`src/rtl/ip_decoder.sv`:
```
// ip_decoder: IPv4 header parser that latches header fields and forwards payload words.
// Define IP_DEC_CHECKSUM_EN to compile in the header checksum accumulator and check.
module ip_decoder #(
  parameter int unsigned DROP_ON_ERR = 1
) (
  input  logic        clk,
  input  logic        reset,
  input  logic [31:0] data_in,
  input  logic        data_av,
  output logic [3:0]  version,
  output logic [3:0]  IHL,
  output logic [7:0]  type_of_ser,
  output logic [15:0] total_len,
  output logic [15:0] identification,
  output logic [2:0]  flag,
  output logic [12:0] frag_offset,
  output logic [7:0]  time_to_live,
  output logic [7:0]  protocol,
  output logic [31:0] src_ip,
  output logic [31:0] dest_ip,
  output logic [15:0] len_out,
  output logic [31:0] pkg_data,
  output logic        wr_en,
  output logic        hdr_valid,
  output logic        checksum_ok,
  output logic        err,
  output logic        fin
);

  typedef enum logic [2:0] {
    S_IDLE,
    S_HDR,
    S_OPT,
    S_DATA,
    S_FIN
  } state_e;

  state_e      state_q;
  state_e      state_d;
  logic [3:0]  ver_q;
  logic [3:0]  ver_d;
  logic [3:0]  ihl_q;
  logic [3:0]  ihl_d;
  logic [7:0]  tos_q;
  logic [7:0]  tos_d;
  logic [15:0] tlen_q;
  logic [15:0] tlen_d;
  logic [15:0] id_q;
  logic [15:0] id_d;
  logic [2:0]  flag_q;
  logic [2:0]  flag_d;
  logic [12:0] frag_q;
  logic [12:0] frag_d;
  logic [7:0]  ttl_q;
  logic [7:0]  ttl_d;
  logic [7:0]  proto_q;
  logic [7:0]  proto_d;
  logic [31:0] src_q;
  logic [31:0] src_d;
  logic [31:0] dst_q;
  logic [31:0] dst_d;
  logic [15:0] len_q;
  logic [15:0] len_d;
  logic [15:0] bytes_left_q;
  logic [15:0] bytes_left_d;
  logic [3:0]  hdr_cnt_q;
  logic [3:0]  hdr_cnt_d;
  logic [31:0] pkg_data_q;
  logic [31:0] pkg_data_d;
  logic        wr_en_q;
  logic        wr_en_d;
  logic        hdr_valid_q;
  logic        hdr_valid_d;
  logic        chk_ok_q;
  logic        chk_ok_d;
  logic        err_q;
  logic        err_d;
  logic        fin_q;
  logic        fin_d;

  logic        sum_ok;
  logic        fmt_err;
  logic [15:0] in_hdr_bytes;
  logic [3:0]  word_no;
  logic [3:0]  hdr_words;
  logic        hdr_last;
  logic        data_last;
  logic        fwd;

  assign in_hdr_bytes = {10'h0, data_in[27:24], 2'b00};
  assign fmt_err = (data_in[31:28] != 4'd4)
                 | (data_in[27:24] < 4'd5)
                 | (data_in[15:0] < in_hdr_bytes);

  // A short IHL still walks the five fixed header words.
  assign hdr_words = (ihl_q < 4'd5) ? 4'd5 : ihl_q;
  assign word_no   = hdr_cnt_q + 4'd1;
  assign hdr_last  = (word_no == hdr_words);
  assign data_last = (bytes_left_q <= 16'd4);
  assign fwd       = !((DROP_ON_ERR != 0) && err_q);

`ifdef IP_DEC_CHECKSUM_EN
  logic [31:0] acc_q;
  logic [31:0] acc_d;
  logic [31:0] word_sum;
  logic [31:0] acc_sum;
  logic [16:0] fold1;
  logic [15:0] fold2;

  assign word_sum = {16'h0, data_in[31:16]}
                  + {16'h0, data_in[15:0]};
  assign acc_sum  = acc_q + word_sum;

  // Two folds are enough: the first carry-out can never repeat.
  always_comb begin
    fold1  = {1'b0, acc_sum[31:16]}
           + {1'b0, acc_sum[15:0]};
    fold2  = fold1[15:0] + {15'h0, fold1[16]};
    sum_ok = (fold2 == 16'hFFFF);
  end

  always_comb begin
    acc_d = acc_q;
    if (data_av) begin
      unique case (1'b1)
        state_q == S_IDLE: acc_d = word_sum;
        state_q == S_HDR,
        state_q == S_OPT:  acc_d = acc_sum;
        default:           acc_d = acc_q;
      endcase
    end
  end

  always_ff @(posedge clk or negedge reset) begin
    if (!reset) begin
      acc_q <= '0;
    end else begin
      acc_q <= acc_d;
    end
  end
`else
  assign sum_ok = 1'b1;
`endif

  always_comb begin
    state_d      = state_q;
    ver_d        = ver_q;
    ihl_d        = ihl_q;
    tos_d        = tos_q;
    tlen_d       = tlen_q;
    id_d         = id_q;
    flag_d       = flag_q;
    frag_d       = frag_q;
    ttl_d        = ttl_q;
    proto_d      = proto_q;
    src_d        = src_q;
    dst_d        = dst_q;
    len_d        = len_q;
    bytes_left_d = bytes_left_q;
    hdr_cnt_d    = hdr_cnt_q;
    pkg_data_d   = pkg_data_q;
    chk_ok_d     = chk_ok_q;
    err_d        = err_q;
    wr_en_d      = 1'b0;
    hdr_valid_d  = 1'b0;

    case (state_q)
      S_IDLE: begin
        if (data_av) begin
          ver_d     = data_in[31:28];
          ihl_d     = data_in[27:24];
          tos_d     = data_in[23:16];
          tlen_d    = data_in[15:0];
          len_d     = fmt_err ? 16'd0
                    : data_in[15:0] - in_hdr_bytes;
          err_d     = fmt_err;
          chk_ok_d  = 1'b0;
          hdr_cnt_d = 4'd1;
          state_d   = S_HDR;
        end
      end

      S_HDR,
      S_OPT: begin
        if (data_av) begin
          hdr_cnt_d = word_no;
          if (state_q == S_HDR) begin
            case (hdr_cnt_q)
              4'd1: begin
                id_d   = data_in[31:16];
                flag_d = data_in[15:13];
                frag_d = data_in[12:0];
              end
              4'd2: begin
                ttl_d   = data_in[31:24];
                proto_d = data_in[23:16];
              end
              4'd3:    src_d = data_in;
              4'd4:    dst_d = data_in;
              default: ;
            endcase
          end
          if (hdr_last) begin
            hdr_valid_d  = 1'b1;
            chk_ok_d     = sum_ok;
            err_d        = err_q | ~sum_ok;
            bytes_left_d = len_q;
            state_d      = (len_q != 16'd0)
                         ? S_DATA : S_FIN;
          end else if (word_no == 4'd5) begin
            state_d = S_OPT;
          end
        end
      end

      S_DATA: begin
        if (data_av) begin
          bytes_left_d = data_last ? 16'd0
                       : bytes_left_q - 16'd4;
          if (fwd) begin
            wr_en_d    = 1'b1;
            pkg_data_d = data_in;
          end
          if (data_last) begin
            state_d = S_FIN;
          end
        end
      end

      S_FIN:   state_d = S_IDLE;
      default: state_d = S_IDLE;
    endcase

    fin_d = (state_d == S_FIN);
  end

  always_ff @(posedge clk or negedge reset) begin
    if (!reset) begin
      state_q      <= S_IDLE;
      ver_q        <= '0;
      ihl_q        <= '0;
      tos_q        <= '0;
      tlen_q       <= '0;
      id_q         <= '0;
      flag_q       <= '0;
      frag_q       <= '0;
      ttl_q        <= '0;
      proto_q      <= '0;
      src_q        <= '0;
      dst_q        <= '0;
      len_q        <= '0;
      bytes_left_q <= '0;
      hdr_cnt_q    <= '0;
      pkg_data_q   <= '0;
      wr_en_q      <= 1'b0;
      hdr_valid_q  <= 1'b0;
      chk_ok_q     <= 1'b0;
      err_q        <= 1'b0;
      fin_q        <= 1'b0;
    end else begin
      state_q      <= state_d;
      ver_q        <= ver_d;
      ihl_q        <= ihl_d;
      tos_q        <= tos_d;
      tlen_q       <= tlen_d;
      id_q         <= id_d;
      flag_q       <= flag_d;
      frag_q       <= frag_d;
      ttl_q        <= ttl_d;
      proto_q      <= proto_d;
      src_q        <= src_d;
      dst_q        <= dst_d;
      len_q        <= len_d;
      bytes_left_q <= bytes_left_d;
      hdr_cnt_q    <= hdr_cnt_d;
      pkg_data_q   <= pkg_data_d;
      wr_en_q      <= wr_en_d;
      hdr_valid_q  <= hdr_valid_d;
      chk_ok_q     <= chk_ok_d;
      err_q        <= err_d;
      fin_q        <= fin_d;
    end
  end

  assign version        = ver_q;
  assign IHL            = ihl_q;
  assign type_of_ser    = tos_q;
  assign total_len      = tlen_q;
  assign identification = id_q;
  assign flag           = flag_q;
  assign frag_offset    = frag_q;
  assign time_to_live   = ttl_q;
  assign protocol       = proto_q;
  assign src_ip         = src_q;
  assign dest_ip        = dst_q;
  assign len_out        = len_q;
  assign pkg_data       = pkg_data_q;
  assign wr_en          = wr_en_q;
  assign hdr_valid      = hdr_valid_q;
  assign checksum_ok    = chk_ok_q;
  assign err            = err_q;
  assign fin            = fin_q;

endmodule

```
`config.mk`:
```
export PLATFORM = sky130hd
export DESIGN_NAME = ip_decoder
export DESIGN_NICKNAME = d
export VERILOG_FILES = /design/src/rtl/ip_decoder.sv
export SDC_FILE = /design/constraint.sdc
export NUM_CORES = 1
export LEC_CHECK = 0
export CAP_MARGIN = 20
export CORE_UTILIZATION = 30
export DETAILED_ROUTE_END_ITERATION = 6
export DONT_BUFFER_PORTS = 1
export PLACE_DENSITY = 0.55
export SLEW_MARGIN = 20
export SYNTH_ARGS = -nofsm -noshare
export SYNTH_HDL_FRONTEND = slang
export SYNTH_SLANG_ARGS = --single-unit
```
`constraint.sdc`:
```
create_clock -name clk -period 2.72 [get_ports clk]
set_clock_uncertainty 0.15 [all_clocks]
set_input_delay 0.272 -clock clk [delete_from_list [all_inputs] [get_ports clk]]
set_output_delay 0.272 -clock clk [all_outputs]
set_load 0.02 [all_outputs]
```
=== Word-level counts from Yosys, hierarchy flattened ===
Cells that the tools add are included.

* Register bits after elaboration: 220
* Logic and storage cells: 88

* Add/sub/neg operators: 3
* Order comparisons: 4
* Eq/ne operators: 15
* Muxes and demuxes: 28
* Bitwise gates (word level): 3
* Reductions and logical operators: 14

{| class="wikitable"
|+ Operators with widths
! cell !! count
|-
| 2-to-1 mux 16 bit || 5
|-
| one-hot mux 16 bit (2 select lines) || 1
|-
| AND reduction 4 bit || 6
|-
| 2-to-1 mux 3 bit || 7
|-
| less-or-equal comparator 16 x 3 -> 1 bit (second input constant) || 1
|-
| less-than comparator 16 x 6 -> 1 bit || 1
|-
| nonzero test 16 bit || 1
|-
| subtractor 16 x 3 -> 16 bit (second input constant) || 1
|-
| subtractor 16 x 6 -> 16 bit || 1
|-
| 2-to-1 mux 4 bit || 3
|-
| 2-to-1 mux 1 bit || 9
|-
| one-hot mux 3 bit (3 select lines) || 1
|-
| == test 4 x 2 -> 1 bit (second input constant) || 2
|-
| == test 4 x 3 -> 1 bit (second input constant) || 2
|-
| less-than comparator 4 x 3 -> 1 bit (second input constant) || 2
|-
| inequality test 2 bit (second input constant) || 4
|-
| one-hot mux 4 bit (2 select lines) || 1
|-
| == test 3 x 2 -> 1 bit (second input constant) || 2
|-
| AND reduction 3 bit || 2
|-
| adder 4 x 1 -> 4 bit (second input constant) || 1
|-
| == test 4 x 1 -> 1 bit (second input constant) || 1
|-
| == test 4 bit || 1
|-
| inequality test 4 x 3 -> 1 bit (second input constant) || 1
|-
| nonzero test 2 bit || 2
|-
| other kinds (8) || 9
|}

=== Logic depth before layout (Yosys ltp) ===
Gate-level depths: netlist (run 1).

* Depth in word-level cells: 7
* Mapped depth: 10

=== Least setup slack after synthesis (run 1) ===
No wires, ideal clock.

* Kind: register -> register
* Start: register hdr_cnt_q[1]
* End: register bytes_left_q[8]
* Library setup time: 142 ps
* Arrival time: 2023 ps
* Data required time: 2428 ps
* Setup slack: 404 ps
* Stages on the path, launching flop included: 10
* Cell sequence: dfrtp_1 ha_1 buf_2 xnor3_1 nand2_1 o221ai_1 and3_1 buf_4 nor2_2 o221ai_1

* Word-level cells in the longest chain between the ends: 4

{| class="wikitable"
|+ Ends and longest elaborated chain
! what !! RTL line !! source
|-
| from (decl) || 66 || <nowiki>logic [3:0] hdr_cnt_q;</nowiki>
|-
| from (signal assigned) || 275 || <nowiki>hdr_cnt_q <= hdr_cnt_d;</nowiki>
|-
| adder 4 x 1 -> 4 bit || 97 || <nowiki>assign word_no = hdr_cnt_q + 4'd1;</nowiki>
|-
| == test 4 bit || 98 || <nowiki>assign hdr_last = (word_no == hdr_words);</nowiki>
|-
| inequality test 2 bit (no source line) || - ||
|-
| AND reduction 4 bit (no source line) || - ||
|-
| to (signal assigned) || 274 || <nowiki>bytes_left_q <= bytes_left_d;</nowiki>
|-
| to (decl) || 64 || <nowiki>logic [15:0] bytes_left_q;</nowiki>
|}

No other way between the ends.
A chain may end at the register's enable or synchronous reset.

=== Final worst setup path (run 1) ===
* Start: input port data_in[25]
* End: register len_q[10], in the netlist len_out[10]

* Word-level cells in the longest chain between the ends: 4

{| class="wikitable"
|+ Ends and longest elaborated chain
! what !! RTL line !! source
|-
| from (decl) || 8 || <nowiki>input logic [31:0] data_in,</nowiki>
|-
| branches (longest 3 deep; another with less-than comparator 16 x 6 -> 1 bit) || - ||
|-
| 2-to-1 mux 16 bit (*) || 174 || <nowiki>len_d = fmt_err ? 16'd0</nowiki>
|-
| to (signal assigned) || 273 || <nowiki>len_q <= len_d;</nowiki>
|-
| to (decl) || 62 || <nowiki>logic [15:0] len_q;</nowiki>
|}

Every way passes the cells marked *.

==> flow_summary.yaml, run 1 <==
floorplan:
  ios: 232
  start_util: 0.308
  fp.dieW_um: 180
  dieArea_um2: 32400
  coreArea_um2: 30800
  fp.dieH_um: 180
  core.rowCount: 64
yosys:
  synth.most_common_cell: "dfrtp_1"
  synthCells: 769
  synth_ff_type: "dfrtp_1"
  yosysWarnings: 0
  synth_nets: 816
  muxShareOfSynthArea: 0.175
  synth_top_family_by_area: "multiplexers"
  synth-seq-cells: 220
  synth_top_cell_area_share: 0.580
  synth-simple-area-share: 0.111
  synth-seq-area-share: 0.580
  synthAdderAreaFrac: 0.0187
  synth_xor_area_frac: 0.0125
  avgSynthCellArea_um2: 12.3
  async_flop_share: 1.00
  syn_area_um2: 9500
  synth_area_leader_cell: "dfrtp_1"
  synthTopCellsByCount: "dfrtp_1 (220), mux2_2 (144), nand2_1 (120), o21ai_0 (36), nor2_1 (21)"
  synth_compound_area_frac: 0.0726
  synth_cell_types: 66
  synth-edff-count: 0
  synthTopCellsByArea: "dfrtp_1 (58%), mux2_2 (17%), nand2_1 (4.7%)"
cts:
  cts_root_buf: "clkbuf_16"
  cts_max_path_buffers: 3
  cts_tree: "built"
  clk_pin_slew_ps: 60
  cts.sinks: 220
  cts-buffers-inserted: 26
  hold_buffers: 33
  clk_latency_ps: 530
  htreeDepth: 1
worst_setup_path:
  critPathMaxStageDelay_ps: 750
  crit_cells: 9
  reg2reg_to: "bytes_left_q[12]$_DFFE_PN0P_"
  critPathLaunch: "data_in[25]"
  crit_chain: "dlygate4sd3_1, inv_1, fa_1, a21oi_1, nor2b_1, nand2b_2, o21bai_4, a21oi_1, a21o_1"
  crit_required_ps: 2980
  path_delay_family: "buffers and inverters"
  start_kind: "primary input"
  worst_setup_path_end_kind: "flip-flop"
  cp_common_cell: "a21oi_1"
  path_max_fanout: 16
  critPathKind: "in -> reg"
  cp_slowest_cell: "dlygate4sd3_1"
  crit_end: "len_out[10]$_DFFE_PN0P_"
  reg2reg_slack_ps: 210
  rr_worst_depth: 7
  cp.arrival_ps: 2780
  critPathBufInv: 2
  reg2reg_from: "hdr_cnt_q[1]$_DFFE_PN0P_"
timing:
  maxSlewViolCount: 0
  setup_violations: 0
  relSlewSlack: 0.409
  worst_pin_slew_ps: 875
  tns_ps: 0
  fin_crit_ps: 2520
  layout_setup_ws_ps: 203
  fmax_mhz: 397
  hold_ws_ps: -710
  hold_viol_final: 220
  rsz0062_at_grt: "false"
  finalCritPeriodShare: 0.925
finish:
  area_growth_pct: 18.2
  post-route-util: 0.364
  drive_gt1_frac: 0.278
  num-nets-final: 854
outcome:
  failed_checks: "design-rule violations, negative hold slack"
  status: "finished with violations"
routing:
  dr.pass1.iters: 6
  via_count: 6161
  antenna_left: 0
  drt_iter0_drc: 352
  via_per_inst: 5.04
  routed_wl_mm: 27.1
  drt-wirelength-per-cell_um: 22.2
  drc_errors: 14
placement:
  numPortBuffers: 0
  gp_congestion: 0.852
  place_ws_ps: 113
  hpwl_mm: 17.2
grt:
  grt_max_degree: 221
  grt_pass1_vias: 6429
  grt_pass1_wl_mm: 41.7
  track_usage: 0.167
  antenna_found_initial: 2
  grt-ovfl-total: 0
min_path:
  worstHoldPathType: "in -> async"
pwr:
  power_mw: 14.7
  power_density_nw_per_um2: 1310
  irDropWorstVdd_mv: 0.593
  leakage_nw: 5.04
run:
  cap_viol_max_count: 0
==> per-stage QoR <==
step	cells	cell area (um2)
after floorplan	769	9500
after global placement	1142	9980
after detailed placement	1142	9980
after CTS	1220	11200
after global routing	1221	11200
final	1222	11200
==> worst min-delay path by stage <==
stage / start / endpoint / slack, ps
final: reset / bytes_left_q[9]$_DFFE_PN0P_ / -710
after global routing: reset / bytes_left_q[3]$_DFFE_PN0P_ / -740
after CTS: reset / bytes_left_q[3]$_DFFE_PN0P_ / -730
after detailed placement: reset / bytes_left_q[3]$_DFFE_PN0P_ / -160
after global placement: reset / bytes_left_q[3]$_DFFE_PN0P_ / -160
after floorplan: reset / IHL[0]$_DFFE_PN0P_ / -170
==> per-layer routing <==
metal | part of all wire | track usage
met5 | 0 | 0
met4 | 0.015 | 0.0372
met3 | 0.11 | 0.0644
met2 | 0.46 | 0.266
met1 | 0.42 | 0.213
==> what timing repair did <==
action / CTS / global route
resized for setup: 0 / 2
endpoints found under the setup margin: 0 / 23
buffers inserted: 0 / 0
hold endpoints to repair: 412 / 220
==> cells in the final DEF (no fill, tap or decap), types with 6 or more instances in the layout <==
cell	instances
nor2b_1	6
o21ai_0	36
o31ai_1	6
nand3_1	6
inv_1	17
nor4_1	6
clkbuf_16	27
o2bb2ai_1	9
mux2_2	144
buf_4	15
xnor2_1	6
ha_1	11
dlygate4sd3_1	32
dfrtp_1	220
o22ai_1	7
nor3_1	11
nand2_1	117
a21oi_1	13
nor2_1	20
==> state kept, by name, summed over array words and instances, names as in the netlist, 3 cells and up <==
register	count
IHL	4
bytes_left_q	16
dest_ip	32
flag	3
frag_offset	13
hdr_cnt_q	4
identification	16
len_out	16
pkg_data	32
protocol	8
src_ip	32
state_q	3
time_to_live	8
total_len	16
type_of_ser	8
version	4
==> power by group <==
part / leakage [nW] / internal (mW) / switching, mW
Sequential: 2.80 / 4.68 / 2.85
Combinational: 1.80 / 1.71 / 1.72
Clock: 0.443 / 2.31 / 1.40
==> layout make-up <==
class,instances,area [um2]
Antenna cell,2,5.00
Clock inverter,14,211
Timing Repair Buffer,51,505
Sequential cell,220,5510
Fill cell,2974,19600
Multi-Input combinational cell,491,3740
Clock buffer,31,701
Tap cell,396,495
Inverter,17,63.8
==> cells by family (layout without fill, tap and decap cells) <==
logic type      after synthesis  after routing
flops                       220            220
compound gates              105            105
other cells                   0              2
xor+xnor                     12             12
buf+inv                      58            113
mux                         148            148
fa+ha+maj                    14             14
simple gates                212            212
No activity file was read; power rests on OpenSTA's default activity.
==> inputs of run 2 (changes only) <==
--- a/config.mk
+++ b/config.mk
@@ -6,7 +6,9 @@
 export NUM_CORES = 1
 export LEC_CHECK = 0
 export CAP_MARGIN = 20
+export CORE_MARGIN = 4
 export CORE_UTILIZATION = 30
+export CTS_CLUSTER_SIZE = 24
 export DETAILED_ROUTE_END_ITERATION = 6
 export DONT_BUFFER_PORTS = 1
 export PLACE_DENSITY = 0.55
==> flow_summary.yaml, run 2 (synthesis results as in run 1) <==
grt:
  track_usage: 0.159
  grt_max_degree: 221
  grt_pass1_vias: 6411
  grt-ovfl-total: 0
  antenna_found_initial: 3
  grt_pass1_wl_mm: 42.3
worst_setup_path:
  crit_required_ps: 2990
  reg2reg_slack_ps: 180
  worst_setup_path_end_kind: "flip-flop"
  path_max_fanout: 12
  rr_worst_depth: 7
  cp.arrival_ps: 2810
  start_kind: "flip-flop"
  path_delay_family: "simple AND/OR/NAND/NOR gates"
  critPathKind: "reg -> reg"
  critPathMaxStageDelay_ps: 480
  crit_chain: "ha_1, xnor3_1, nand2_1, o221ai_1, and3_2, or2_1, a22o_1"
  reg2reg_from: "hdr_cnt_q[1]$_DFFE_PN0P_"
  cp_slowest_cell: "dfrtp_1"
  reg2reg_to: "bytes_left_q[12]$_DFFE_PN0P_"
  critPathBufInv: 0
placement:
  hpwl_mm: 18.2
  place_ws_ps: 137
  gp_congestion: 0.836
  numPortBuffers: 0
  dp_cells: 1145
  place_area_um2: 10000
outcome:
  failed_checks: "negative hold slack"
  status: "finished with violations"
routing:
  dr.pass1.iters: 4
  via_count: 6154
  drt-wirelength-per-cell_um: 22.8
  drt_iter0_drc: 320
  antenna_left: 0
  routed_wl_mm: 28.0
  drc_errors: 0
  via_per_inst: 5.02
timing:
  rsz0062_at_grt: "false"
  layout_setup_ws_ps: 179
  tns_ps: 0
  fin_crit_ps: 2540
  hold_viol_final: 220
  maxSlewViolCount: 0
  fmax_mhz: 393
  worst_pin_slew_ps: 687
  finalCritPeriodShare: 0.934
  setup_violations: 0
  relSlewSlack: 0.535
  hold_ws_ps: -712
cts:
  cts.sinks: 220
  cts-buffers-inserted: 26
  htreeDepth: 1
  hold_buffers: 34
  clk_pin_slew_ps: 60
  clk_latency_ps: 550
  cts_tree: "built"
  cts_max_path_buffers: 3
  cts_root_buf: "clkbuf_16"
finish:
  fin_area_um2: 11200
  num-nets-final: 858
  drive_gt1_frac: 0.278
  layout_common_cells: "dfrtp_1 (220), mux2_2 (144), nand2_1 (117)"
  antenna_cells: 0
  final_common_cell: "dfrtp_1"
  post-route-util: 0.364
  final_cells: 1227
  area_growth_pct: 18.4
floorplan:
  fp.dieW_um: 186
  coreArea_um2: 30900
  start_util: 0.307
  dieArea_um2: 34600
  fp.dieH_um: 186
  core.rowCount: 64
  ios: 232
pwr:
  p_switching_mw: 6.04
  p_int_mw: 8.59
  switching_share: 0.413
  pwr-share-clk: 0.245
  seqPwrFrac: 0.518
  combPwrFrac: 0.237
  power_mw: 14.6
  power_density_nw_per_um2: 1300
  irDropWorstVdd_mv: 0.629
  leakage_nw: 5.05
run:
  cap_viol_max_count: 0
min_path:
  worstHoldPathType: "in -> async"
-- run 2: cell types whose count changed in the layout (fill, tap and decap cells not counted), sizes merged --
| cell | change |
|---|---|
| clkbuf | +10 |
| buf | +3 |
| bufinv | -3 |
| clkinv | -2 |
| diode | -2 |
| inv | -2 |
| dlygate4sd3 | +1 |
-- run 2: what timing repair did --
action                                 4_1_cts  5_1_grt
setup endpoints to repair                    0       26
setup buffers                                0        0
gates resized for setup                      0        2
endpoints found under the hold margin      412      220
-- run 2: layout make-up --
class	instances	area (um2)
fill	3047	19700
clock inverter	7	115
inverter	17	63.8
sequential	220	5510
timing repair buffer	55	538
clock buffer	41	787
multi-input combinational	491	3740
tap	396	495
-- run 2: routing by layer --
metal / vias up / track usage / wire length, um
li1: 2787 / - / -
met2: 192 / 0.256 / 13300
met5: - / 0 / 21
met4: 4 / 0.0306 / 526
met1: 3132 / 0.207 / 11600
met3: 39 / 0.0582 / 2530
-- run 2: how the worst max path moves through the flow --
stage | start | slack, ps | end | cells after the start
6_report | hdr_cnt_q[1]$_DFFE_PN0P_ | 180 | bytes_left_q[12]$_DFFE_PN0P_ | 7
2_1_floorplan | hdr_cnt_q[1]$_DFFE_PN0P_ | 400 | bytes_left_q[8]$_DFFE_PN0P_ | 9
4_1_cts | data_in[24] | 30 | len_out[9]$_DFFE_PN0P_ | 9
5_1_grt | hdr_cnt_q[1]$_DFFE_PN0P_ | 0.5 | bytes_left_q[6]$_DFFE_PN0P_ | 8
3_5_place_dp | hdr_cnt_q[1]$_DFFE_PN0P_ | 140 | bytes_left_q[12]$_DFFE_PN0P_ | 7
3_3_place_gp | hdr_cnt_q[1]$_DFFE_PN0P_ | 250 | bytes_left_q[12]$_DFFE_PN0P_ | 7
-- run 2: power groups by stage --
stage / clock (mW) / sequential (mW) / combinational (mW)
detailed placement: 0 / 7.64 / 3.38
global placement: 0 / 7.64 / 3.29
finish: 3.59 / 7.58 / 3.47
floorplan: 0 / 7.08 / 2.65
global route: 3.82 / 7.76 / 3.88
CTS: 3.67 / 7.62 / 3.49
